[src/rtl/booth_mult_arbiter_pkg.sv]
// rtl/booth_mult_arbiter_pkg.sv - shared types and default constants for the Booth multiplier arbiter
// Purpose: FSM state encoding and default parameter values used by
// booth_mult_arbiter and rr_priority_picker.
// Ports: none (package).
package booth_mult_arbiter_pkg;

  typedef enum logic [1:0] {
    ARB_IDLE    = 2'd0,
    ARB_LAUNCH  = 2'd1,
    ARB_WAIT    = 2'd2,
    ARB_DELIVER = 2'd3
  } Arb_State_t;

  localparam int ARB_N_REQ   = 4;
  localparam int ARB_DW      = 16;
  localparam int ARB_TIMEOUT = 64;

endpackage

[src/rtl/booth_mult_arbiter_rr_priority_picker.sv]
// rtl/booth_mult_arbiter_rr_priority_picker.sv - round-robin rotate-and-priority-encode
// Purpose: combinational picker. Returns the first set request bit found
// scanning upward from rr_ptr+1, wrapping past N_REQ-1 back to 0.
// Ports:
//   req     in  N_REQ            request vector
//   rr_ptr  in  $clog2(N_REQ)    index of the most recent owner
//   any_req out 1                at least one request set
//   winner  out $clog2(N_REQ)    selected requester (0 when any_req is low)
module rr_priority_picker
  import booth_mult_arbiter_pkg::*;
#(
  parameter int N_REQ = ARB_N_REQ
) (
  input  logic [N_REQ-1:0]         req,
  input  logic [$clog2(N_REQ)-1:0] rr_ptr,
  output logic                     any_req,
  output logic [$clog2(N_REQ)-1:0] winner
);

  localparam int IW = $clog2(N_REQ);

  assign any_req = |req;

  // Walk candidates from the farthest (rr_ptr itself) to the nearest
  // (rr_ptr+1); the last hit written is the nearest, i.e. highest priority.
  always_comb begin
    int cand;
    cand   = 0;
    winner = '0;
    for (int i = N_REQ; i >= 1; i--) begin
      cand = int'(rr_ptr) + i;
      if (cand >= N_REQ) cand = cand - N_REQ;
      if (req[cand[IW-1:0]]) winner = cand[IW-1:0];
    end
  end

endmodule

[src/rtl/booth_mult_arbiter.sv]
// rtl/booth_mult_arbiter.sv - round-robin arbiter sharing one Booth multiplier among requesters
// Purpose: grants one requester at a time, latches its operands, sequences
// the multiplier start/ready handshake, returns the product with a done
// pulse, and flags a multiplier that never answers.
// Ports:
//   clk, reset        clock, asynchronous active-low reset
//   req               per-requester level request, held until grant
//   op_a, op_b        per-requester operands
//   grant             one-hot pulse, operands accepted (with mult_start)
//   done              one-hot pulse, result_o valid for that requester
//   err               pulse with done when the watchdog expired
//   result_o          last delivered product (0 after a timeout)
//   mult_start        start pulse to the multiplier
//   mult_a, mult_b    latched operands, stable until the next grant
//   mult_ready        multiplier completion pulse (honoured only in WAIT)
//   mult_result       multiplier product, valid with mult_ready
module booth_mult_arbiter
  import booth_mult_arbiter_pkg::*;
#(
  parameter int N_REQ   = ARB_N_REQ,
  parameter int DW      = ARB_DW,
  parameter int TIMEOUT = ARB_TIMEOUT
) (
  input  logic                     clk,
  input  logic                     reset,
  input  logic [N_REQ-1:0]         req,
  input  logic [N_REQ-1:0][DW-1:0] op_a,
  input  logic [N_REQ-1:0][DW-1:0] op_b,
  output logic [N_REQ-1:0]         grant,
  output logic [N_REQ-1:0]         done,
  output logic                     err,
  output logic [2*DW-1:0]          result_o,
  output logic                     mult_start,
  output logic [DW-1:0]            mult_a,
  output logic [DW-1:0]            mult_b,
  input  logic                     mult_ready,
  input  logic [2*DW-1:0]          mult_result
);

  localparam int IW = $clog2(N_REQ);
  localparam int CW = $clog2(TIMEOUT);

  Arb_State_t      state;
  logic [IW-1:0]   owner;
  logic [IW-1:0]   rr_ptr;
  logic [CW-1:0]   wd_cnt;
  logic            any_req;
  logic [IW-1:0]   winner;

  rr_priority_picker #(
    .N_REQ (N_REQ)
  ) u_picker (
    .req     (req),
    .rr_ptr  (rr_ptr),
    .any_req (any_req),
    .winner  (winner)
  );

  // Outputs are registered: grant/mult_start are loaded on the edge into
  // LAUNCH, done/err/result_o on the edge into DELIVER, so each is visible
  // exactly during the state it belongs to.
  always_ff @(posedge clk or negedge reset) begin
    if (!reset) begin
      state      <= ARB_IDLE;
      owner      <= '0;
      rr_ptr     <= IW'(N_REQ - 1);
      wd_cnt     <= '0;
      grant      <= '0;
      done       <= '0;
      err        <= 1'b0;
      result_o   <= '0;
      mult_start <= 1'b0;
      mult_a     <= '0;
      mult_b     <= '0;
    end else begin
      grant      <= '0;
      done       <= '0;
      err        <= 1'b0;
      mult_start <= 1'b0;
      case (state)
        ARB_IDLE: begin
          if (any_req) begin
            mult_a     <= op_a[winner];
            mult_b     <= op_b[winner];
            owner      <= winner;
            rr_ptr     <= winner;
            grant      <= N_REQ'(1) << winner;
            mult_start <= 1'b1;
            state      <= ARB_LAUNCH;
          end
        end
        ARB_LAUNCH: begin
          wd_cnt <= '0;
          state  <= ARB_WAIT;
        end
        ARB_WAIT: begin
          // A ready arriving on the last watchdog cycle still wins.
          if (mult_ready) begin
            result_o <= mult_result;
            done     <= N_REQ'(1) << owner;
            state    <= ARB_DELIVER;
          end else if (wd_cnt == CW'(TIMEOUT - 1)) begin
            result_o <= '0;
            err      <= 1'b1;
            done     <= N_REQ'(1) << owner;
            state    <= ARB_DELIVER;
          end else begin
            wd_cnt <= wd_cnt + CW'(1);
          end
        end
        ARB_DELIVER: begin
          state <= ARB_IDLE;
        end
        default: state <= ARB_IDLE;
      endcase
    end
  end

endmodule

[config.mk]
export PLATFORM = sky130hd
export DESIGN_NAME = booth_mult_arbiter
export DESIGN_NICKNAME = d
export VERILOG_FILES = /design/src/rtl/booth_mult_arbiter_pkg.sv /design/src/rtl/booth_mult_arbiter_rr_priority_picker.sv /design/src/rtl/booth_mult_arbiter.sv
export SDC_FILE = /design/constraint.sdc
export NUM_CORES = 1
export LEC_CHECK = 0
export ABC_AREA = 1
export BUFFER_PORTS_ARGS = -buffer_cell sky130_fd_sc_hd__buf_2
export CAP_MARGIN = 20
export CORE_MARGIN = 8
export CORE_UTILIZATION = 52
export CTS_BUF_LIST = sky130_fd_sc_hd__clkbuf_2
export DETAILED_ROUTE_END_ITERATION = 16
export GPL_ROUTABILITY_DRIVEN = 0
export MAX_ROUTING_LAYER = met4
export PLACE_DENSITY = 0.88
export SETUP_SLACK_MARGIN = 0.3
export SLEW_MARGIN = 20
export SYNTH_ARGS = -nofsm -noshare
export SYNTH_HDL_FRONTEND = slang
export SYNTH_SLANG_ARGS = --single-unit
[constraint.sdc]
create_clock -name clk -period 3.7 [get_ports clk]
set_input_delay 0.74 -clock clk [delete_from_list [all_inputs] [get_ports clk]]
set_output_delay 0.74 -clock clk [all_outputs]
set_load 0.05 [all_outputs]
==> results of run 1 <==
## worst max-delay path, cell delays in order (launching register included)
cell and delay (ps):
dfstp_2 690, nand2_1 70, o21ai_1 150, nand2_1 130
nand2_1 80, nand2_1 80, nand2_1 80, nand2_2 50
nand2_2 330, buf_4 360, nand2_1 80, nand3_1 70
nand2_1 70, nand2_1 60, nand2_1 50
## per-stage QoR
stage                     hold slack (ps)  worst slack (ps)  total power, W
after CTS                           363.9              1291        0.007011
after floorplan                     432.1              1717        0.005553
after detailed placement            453.4             996.1        0.006525
after global placement              442.3              1136        0.006428
after global routing                198.6              1009        0.007596
final                               210.7              1259        0.006974
## report_power, final
part	leakage, nW	internal, W	switching [W]
registers	1.08	0.00136	0.000234
logic	3.11	0.00130	0.00359
clock network	0.0737	0.000113	0.000370
total	4.27	0.00278	0.00420
## logic make-up after synthesis
kind of cell	after synthesis	share of synthesized area, %
DFF	86	41.61
adders and majority gates	4	0.9667
AOI/OAI and AO/OA	19	1.885
buffers and inverters	197	15.85
and+or+nand+nor	483	39.68
## synthesized netlist by cell type
master      n
clkbuf_1   17
buf_6       2
and2_4      1
nand2_2     4
nand4_1     2
a21oi_1     8
o21ai_0     9
nand2_1   293
nor2_1     11
ha_1        4
buf_4      12
inv_4       1
and3_1      1
nor3_1      5
o21ai_1     1
clkinv_1    1
inv_2       2
dfstp_2     2
inv_1     147
dfrtp_1    84
nand3_1   165
a22oi_1     1
nand3_2     1
buf_2      15
## per-layer routing
layer  vias up  track usage (%)  wire (um)
li1       2821                -          -
met1      2511            29.08       6269
met2       254            39.69       7810
met3        34            5.107       1233
met4         0            9.421        444
met5         -                -          0
## state kept, by name (all words and copies together) (netlist names)
register    cells
mult_b         16
mult_start      1
grant           4
result_o       32
mult_a         16
wd_cnt          6
owner           2
rr_ptr          2
err             1
done            4
state           2
## cell type report
class | count | area, um2
Clock inverter | 7 | 73.82
Multi-Input combinational cell | 506 | 2202
Tap cell | 133 | 166.4
Timing Repair Buffer | 251 | 1290
Sequential cell | 86 | 2155
Inverter | 151 | 569.3
Clock buffer | 9 | 45.04
Fill cell | 910 | 3228
## worst max-delay path by stage
| stage | startpoint | endpoint | depth (start not counted) |
|---|---|---|---|
| 2_1_floorplan | req[1] | mult_a[10]$_DFFE_PN0P_ | 12 |
| 3_3_place_gp | req[1] | mult_b[1]$_DFFE_PN0P_ | 14 |
| 3_5_place_dp | req[1] | mult_b[6]$_DFFE_PN0P_ | 15 |
| 4_1_cts | rr_ptr[0]$_DFFE_PN1P_ | mult_b[7]$_DFFE_PN0P_ | 14 |
| 6_report | rr_ptr[0]$_DFFE_PN1P_ | mult_b[7]$_DFFE_PN0P_ | 14 |
| 5_1_grt | rr_ptr[0]$_DFFE_PN1P_ | mult_b[10]$_DFFE_PN0P_ | 14 |
==> impl_metrics.ini, run 1 <==
[run_status]
run_status = complete, no violations

[route]
vias_per_cell = 4.917
drc_errors = 0
routed_wl_mm = 15.76
drt_pre_antenna_iters = 5
antenna_violating_nets_post_route = 0
routedWlPerCell_um = 13.79
drt_iter0_markers = 324
detailroute.via_count = 5620

[layout]
instances_no_fill = 1143
postLayoutCoreUtil_pct = 66.82
most_common_cell_after_layout_fill_and_taps_aside = nand2_1
final_cell_mix = nand2_1 (293), buf_2 (239), nand3_1 (165)
area_growth_syn_to_layout_pct = 25.57
layout_cell_area_excl_fill_um2 = 6501
nNetsFinal = 1176
antennaDiodeCount = 0
final_layout_size_suffix_gt1_share_pct = 27.52

[clock_network]
cts_tree = done
clkSinkCount = 86
cts-resized-gates = 0
clock_insertion_delay_worst_skew_ps = 530
cts-hold-fix-buffers = 0
h-tree-depth = 3
postCtsSetupRepairBufs = 0
clock_root_buffer = clkbuf_2
clock_tree.buffer_depth = 2
numCtsBuffers = 9
clk_pin_slew_ps = 260

[timing]
final_count_of_pins_violating_max_slew = 0
setup_total_negative_slack_ps = 0
rsz_0062_raised_after_global_routing = no
setup_viol = 0
max_slew_margin_pct = 49.57
timing.clock.skew_ps = 32.83
finalHoldViolations = 0
fmaxAchievable_mhz = 409.6
post-route-min-period_ps = 2441
tightest_slew_ps = 756.5
min_period_over_period_pct = 65.98

[logic_synthesis]
avgSynthCellArea_um2 = 6.562
synth.lib_cells_used.distinct = 24
post_synth_main_area_contributors = dfrtp_1 (41%), nand2_1 (21%), nand3_1 (16%)
synth_top_cell_by_area = dfrtp_1
synth.cell_area_um2 = 5177
proportion_of_synthesized_chip_area_in_sequential_cells_pct = 41.61
yosysTopAreaCellShare_pct = 40.60
synth.net_count = 960
synth_seq_cells = 86
yosysWarnings = 0
synth_cells = 789

[die]
placeableCoreArea_um2 = 9729
boundaryPins = 241
total_die_area_um2 = 13410
floorplan.die.height_um = 115.8
std_cell_rows = 36
initial_standard_cell_utilization_of_the_core_pct = 53.22
dieWidth_um = 115.8

[worst_setup_path]
regToRegSetupSlack_ps = 1260
timing.setup.critical_path_class = flop to flop
rr_worst_depth = 14
cp_data_arrival_time_ps = 2870
startpoint_type = flop
crit-reg2reg-capture = mult_b[7]$_DFFE_PN0P_
worstPathRequired_ps = 4130
setup.worst_path.end_class = flop
r2r_start = rr_ptr[0]$_DFFE_PN1P_
critical_path_peak_fanout = 28

[grt]
grt_start_max_net_pins = 86
global_route_usage_over_all_layers_pct = 24.38
grt_pass1_vias = 5382
grt_antenna_before_repair = 0
grt_pass1_wl_mm = 25.59
remaining_overflow_grt = 0

[place]
place_inst = 1127
detailedPlacementHpwl_mm = 11.85
dpl_cell_area_um2 = 6379
port_buffers = 240

[job]
cap_viol_max_count = 0

[worst_hold_path]
worstHoldPathType = input pin to async pin

[power]
maximum_ir_drop_on_the_vdd_rail_uv = 804.1
p_leak_nw = 4.268
pwr_density_cell_nw_per_um2 = 1073
No activity file was read; power rests on OpenSTA's default activity.
==> inputs of run 2 (changes only) <==
--- a/config.mk
+++ b/config.mk
@@ -9,12 +9,12 @@
 export BUFFER_PORTS_ARGS = -buffer_cell sky130_fd_sc_hd__buf_2
 export CAP_MARGIN = 20
 export CORE_MARGIN = 8
-export CORE_UTILIZATION = 52
+export CORE_UTILIZATION = 44
 export CTS_BUF_LIST = sky130_fd_sc_hd__clkbuf_2
 export DETAILED_ROUTE_END_ITERATION = 16
 export GPL_ROUTABILITY_DRIVEN = 0
 export MAX_ROUTING_LAYER = met4
-export PLACE_DENSITY = 0.88
+export PLACE_DENSITY = 0.79
 export SETUP_SLACK_MARGIN = 0.3
 export SLEW_MARGIN = 20
 export SYNTH_ARGS = -nofsm -noshare
==> constraint.sdc (replaced) <==
create_clock -name clk -period 2.1 [get_ports clk]
set_input_delay 0.42 -clock clk [delete_from_list [all_inputs] [get_ports clk]]
set_output_delay 0.42 -clock clk [all_outputs]
set_load 0.05 [all_outputs]
==> run 2 against run 1 <==
  * The flow now finishes with violations (setup timing)
  * Sequential power up 76%
  * Clock skew down 3.3 ps
  * Power grew 140%
  * Hold slack lost 160 ps
  * Largest cell class unchanged
  * Largest power group unchanged
  * Highest routed layer unchanged
==> impl_metrics.ini, run 2 (synthesis gave the netlist of run 1 again) <==
[route]
drt_iter0_markers = 435
antenna_violating_nets_post_route = 0
drt_pre_antenna_iters = 5
drc_errors = 0
routed_wl_mm = 19.39
routedWlPerCell_um = 16.16
vias_per_cell = 5.057
detailroute.via_count = 6068

[layout]
most_common_cell_after_layout_fill_and_taps_aside = nand2_1
largest-register = result_o
nNetsFinal = 1221
final_cell_mix = nand2_1 (253), buf_2 (239), inv_1 (146)
largest_register_ffs = 32
layout_cell_area_excl_fill_um2 = 7814
area_growth_syn_to_layout_pct = 50.92
top_regs = result_o (32), mult_a (16), mult_b (16)
fillers = 947
final_layout_size_suffix_gt1_share_pct = 38.86

[clock_network]
clock_root_buffer = clkbuf_2
h-tree-depth = 3
clock_tree.buffer_depth = 2
numCtsBuffers = 9
clock_insertion_delay_worst_skew_ps = 560
cts_tree = done
clk_pin_slew_ps = 300
clkSinkCount = 86

[worst_setup_path]
rr_worst_depth = 12
worstPathRequired_ps = 2550
critical_path_peak_fanout = 8
crit-reg2reg-capture = owner[0]$_DFFE_PN0P_
r2r_start = rr_ptr[0]$_DFFE_PN1P_
regToRegSetupSlack_ps = -4
timing.setup.critical_path_class = flop to flop
startpoint_type = flop
cp_data_arrival_time_ps = 2550
setup.worst_path.end_class = flop

[grt]
grt_start_max_net_pins = 40
grt_pass1_vias = 5527
grt_antenna_before_repair = 2
grt_pass1_wl_mm = 27.12
remaining_overflow_grt = 0
global_route_usage_over_all_layers_pct = 21.54

[power]
p_leak_nw = 4.881
p_sw_share_pct = 54.50
internal_power_w = 0.007745
share_clk_of_total_power_pct = 5.1
post-layout-total-power_w = 0.01702
power.switching_w = 0.009277
seq_power_share_pct = 16.6
maximum_ir_drop_on_the_vdd_rail_uv = 1188
pwr_density_cell_nw_per_um2 = 2178
comb_power_share_pct = 78.3

[timing]
post-route-min-period_ps = 2104
fmaxAchievable_mhz = 475.3
setup_ws_ps = -3.800
timing.clock.skew_ps = 29.49
tightest_slew_ps = 503.2
max_slew_margin_pct = 66.45
rsz_0062_raised_after_global_routing = yes
final_count_of_pins_violating_max_slew = 0
finalHoldViolations = 0
setup_viol = 1
min_period_over_period_pct = 100.2

[die]
initial_standard_cell_utilization_of_the_core_pct = 45.15
boundaryPins = 241
placeableCoreArea_um2 = 11470
floorplan.die.height_um = 124.5
std_cell_rows = 39
dieWidth_um = 124.5
total_die_area_um2 = 15490

[worst_hold_path]
worstHoldPathType = input pin to flop
min_from = mult_result[25]
whs_endpoint = result_o[25]$_DFFE_PN0P_
worst_hold_path.num_cells = 3

[place]
detailedPlacementHpwl_mm = 12.02
dpl_cell_area_um2 = 6546
port_buffers = 240

[run_status]
run_status = finished, violations left
failed_checks = setup timing

[job]
cap_viol_max_count = 0
[run 2: cell types whose count changed in the layout (fill, tap and decap cells not counted), moves of 5 or more]
cell	delta
buf_12	+13
clkbuf_16	+11
nand2_2	+22
nand3_2	+45
nand2_1	-40
nand2_4	+16
buf_4	+7
buf_16	+5
nand3_1	-46
[run 2: stage by stage]
step                util (%)  cells  worst slack, ps  hold WS, ps  setup TNS (ps)
floorplan                  -    789            301.7        124.4               0
global placement       57.09   1146            100.9        427.8               0
detailed placement     57.09   1146            73.71        427.0               0
CTS                    60.98   1174            118.5        4.235               0
global route           68.14   1200           -76.83        8.224           -1697
finish                 68.14   1200           -3.800        52.00          -3.800
[run 2: repair_timing]
| item | CTS | global route |
|---|---|---|
| endpoints found under the hold margin | 35 | 2 |
| hold buffers | 1 | 2 |
| gates resized for setup | 32 | 103 |
| setup endpoints to repair | 38 | 43 |
| pin swaps | 5 | 44 |
| buffers inserted | 6 | 7 |
| gates cloned | 5 | 15 |
[run 2: power by group through the flow]
| stage | logic (W) | registers [W] | clock network [W] |
|---|---|---|---|
| after floorplan | 0.00485 | 0.00498 | 0 |
| after global placement | 0.00910 | 0.00283 | 0 |
| after detailed placement | 0.00920 | 0.00283 | 0 |
| after CTS | 0.0106 | 0.00281 | 0.000891 |
| after global routing | 0.0141 | 0.00290 | 0.000957 |
| final | 0.0133 | 0.00282 | 0.000873 |
[run 2: layout make-up]
type	instances	area [um2]	share of cell area (%)
Multi-Input combinational cell	506	2658	34.01
Sequential cell	86	2155	27.57
Timing Repair Buffer	296	2125	27.19
Inverter	151	574.3	7.350
Tap cell	143	178.9	2.290
Clock inverter	7	73.82	0.9448
Clock buffer	9	45.04	0.5765
Antenna cell	2	5.005	0.06405
[run 2: worst max-delay path, stage by stage (launching register included)]
cell and delay, ps:
dfstp_2 680, inv_4 80, nand2_2 80, nand2_2 70, nand2_2 100, and2_4 180
nand2_4 70, nand2_8 90, nand2_8 90, buf_12 140, clkbuf_16 170, nand2_1 140
o21ai_0 120
[run 2: worst max path at each step]
stage	startpoint	to	slack [ps]	depth (start not counted)
after floorplan	rr_ptr[0]$_DFFE_PN1P_	mult_a[10]$_DFFE_PN0P_	300	13
after global placement	rr_ptr[0]$_DFFE_PN1P_	mult_a[7]$_DFFE_PN0P_	100	14
after detailed placement	rr_ptr[0]$_DFFE_PN1P_	mult_a[3]$_DFFE_PN0P_	70	13
after CTS	rr_ptr[0]$_DFFE_PN1P_	mult_a[3]$_DFFE_PN0P_	120	14
after global routing	rr_ptr[0]$_DFFE_PN1P_	mult_a[11]$_DFFE_PN0P_	-80	16
final	rr_ptr[0]$_DFFE_PN1P_	owner[0]$_DFFE_PN0P_	-4	12
[run 2: layer usage]
metal / vias up / GRT usage (%) / routed length (um)
met1: 2784 / 25.71 / 7893
met5: - / - / 0
met4: 0 / 6.662 / 501
met2: 326 / 35.33 / 9387
li1: 2917 / - / -
met3: 41 / 5.064 / 1608
==> inputs of run 3 (changes only) <==
==> constraint.sdc (replaced) <==
create_clock -name clk -period 1.8 [get_ports clk]
set_input_delay 0.36 -clock clk [delete_from_list [all_inputs] [get_ports clk]]
set_output_delay 0.36 -clock clk [all_outputs]
set_load 0.05 [all_outputs]
==> run 3 against run 2 <==
  * The flow still finishes with violations (setup timing)
  * Maximum frequency shrank 1.2%
  * Final area grew 17%
  * Count of clock-buffer cells in the layout is the same
  * Die area is the same
==> impl_metrics.ini, run 3 (synthesis gave the netlist of run 1 again) <==
[run_status]
run_status = finished, violations left
failed_checks = setup timing

[route]
detailroute.wirelength.met2_mm = 12.66
vias_per_cell = 5.306
routed_wl_mm = 24.94
routedWlPerCell_um = 19.50
drt_pre_antenna_iters = 5
m1WireLength_mm = 8.646
drc_errors = 0
routed_length_on_met3_mm = 1.732
antenna_violating_nets_post_route = 0
top_layer = met4
detailroute.via_count = 6786
drt_iter0_markers = 606

[grt]
grt_start_max_net_pins = 38
grt_pass1_vias = 6534
grt_pass1_wl_mm = 32.24
global_route_usage_over_all_layers_pct = 26.01
remaining_overflow_grt = 0
grt_antenna_before_repair = 5

[worst_hold_path]
whs_endpoint = result_o[27]$_DFFE_PN0P_
worstHoldPathType = input pin to flop
worst_hold_path.num_cells = 3
min_from = mult_result[27]

[die]
boundaryPins = 241
total_die_area_um2 = 15490
dieWidth_um = 124.5
std_cell_rows = 39
initial_standard_cell_utilization_of_the_core_pct = 45.15
floorplan.die.height_um = 124.5
placeableCoreArea_um2 = 11470

[power]
pwr_density_cell_nw_per_um2 = 2310
p_leak_nw = 5.283
post-layout-total-power_w = 0.02104
maximum_ir_drop_on_the_vdd_rail_uv = 1458

[layout]
postLayoutCoreUtil_pct = 79.43
top_regs = result_o (32), mult_a (16), mult_b (16)
largest-register = result_o
area_growth_syn_to_layout_pct = 75.93
largest_register_ffs = 32
final_cell_mix = nand2_1 (212), buf_2 (165), nand3_1 (150)
nNetsFinal = 1297
final_layout_size_suffix_gt1_share_pct = 43.41
fillers = 772
most_common_cell_after_layout_fill_and_taps_aside = nand2_1

[timing]
final_count_of_pins_violating_max_slew = 0
rsz_0062_raised_after_global_routing = yes
setup_viol = 42
whs_ps = 25.45
post-route-min-period_ps = 2130
setup_ws_ps = -329.6
finalHoldViolations = 0
timing.clock.skew_ps = 90.40
min_period_over_period_pct = 118.3
setup_total_negative_slack_ps = -11260
fmaxAchievable_mhz = 469.6
tightest_slew_ps = 522.9
max_slew_margin_pct = 65.14

[worst_setup_path]
timing.setup.critical_path_class = flop to flop
critical_path_peak_fanout = 34
startpoint_type = flop
crit-reg2reg-capture = mult_a[11]$_DFFE_PN0P_
setup.worst_path.end_class = flop
rr_worst_depth = 13
worstPathRequired_ps = 2330
regToRegSetupSlack_ps = -330
r2r_start = rr_ptr[1]$_DFFE_PN1P_
cp_data_arrival_time_ps = 2660

[clock_network]
clock_insertion_delay_worst_skew_ps = 640
h-tree-depth = 3
numCtsBuffers = 9
clock_root_buffer = clkbuf_2
clk_pin_slew_ps = 330
clkSinkCount = 86
clock_tree.buffer_depth = 2
cts_tree = done

[place]
detailedPlacementHpwl_mm = 12.73
port_buffers = 240

[job]
cap_viol_max_count = 0
[run 3: area by class of cell]
| cell class | count | area, um2 | share of cell area (%) |
|---|---|---|---|
| antenna | 5 | 12.51 | 0.1374 |
| clock buffer | 9 | 45.04 | 0.4945 |
| clock inverter | 7 | 65.06 | 0.7143 |
| inverter | 151 | 586.8 | 6.442 |
| multi-input combinational | 506 | 2860 | 31.40 |
| sequential | 86 | 2156 | 23.67 |
| tap | 143 | 178.9 | 1.964 |
| timing repair buffer | 372 | 3204 | 35.18 |
[run 3: worst max path at each step]
stage                               start                endpoint  slack [ps]  depth (start not counted)
floorplan           rr_ptr[0]$_DFFE_PN1P_  mult_a[10]$_DFFE_PN0P_          20                         15
global placement    rr_ptr[0]$_DFFE_PN1P_   mult_b[8]$_DFFE_PN0P_        -140                         14
detailed placement  rr_ptr[0]$_DFFE_PN1P_   mult_a[6]$_DFFE_PN0P_        -210                         14
CTS                 rr_ptr[0]$_DFFE_PN1P_  mult_a[13]$_DFFE_PN0P_        -180                         14
global route        rr_ptr[1]$_DFFE_PN1P_   mult_a[8]$_DFFE_PN0P_        -450                         14
finish              rr_ptr[1]$_DFFE_PN1P_  mult_a[11]$_DFFE_PN0P_        -330                         13
[run 3: critical path: stages, from the launching register on]
cell and delay [ps]:
dfstp_2 700, inv_2 110, nand2_4 60, nand2_2 70
nand2_2 80, buf_4 110, and3_1 150, nand2_1 80
nand2_2 140, buf_12 230, nand3_1 100, nand2_1 70
nand2_1 50, nand2_1 80
[run 3: stage by stage]
| step | worst slack (ps) | std cells | instance area (um2) |
|---|---|---|---|
| floorplan | 20.57 | 789 | 5276 |
| global placement | -143.5 | 1158 | 6736 |
| detailed placement | -208.5 | 1158 | 6736 |
| CTS | -180.9 | 1237 | 8278 |
| global route | -449.1 | 1279 | 9109 |
| finish | -329.6 | 1279 | 9109 |
[run 3: report_power, final]
group | switching, W | internal [W]
Clock | 0.000851 | 0.000216
Combinational | 0.00962 | 0.00671
Sequential | 0.000835 | 0.00281
Total | 0.0113 | 0.00973
[run 3: layer usage]
layer | up-vias | GRT usage [%]
li1 | 3068 | -
met1 | 3140 | 28.12
met2 | 440 | 44.68
met3 | 138 | 4.638
met4 | 0 | 13.89
met5 | - | -
[run 3: what timing repair did]
| item | 4_1_cts | 5_1_grt |
|---|---|---|
| endpoints found under the hold margin | 63 | 1 |
| setup endpoints to repair | 153 | 158 |
| hold buffers | 31 | 1 |
| buffers inserted | 26 | 33 |
| pin swaps | 21 | 43 |
| cloned | 6 | 3 |
| resized for setup | 233 | 124 |
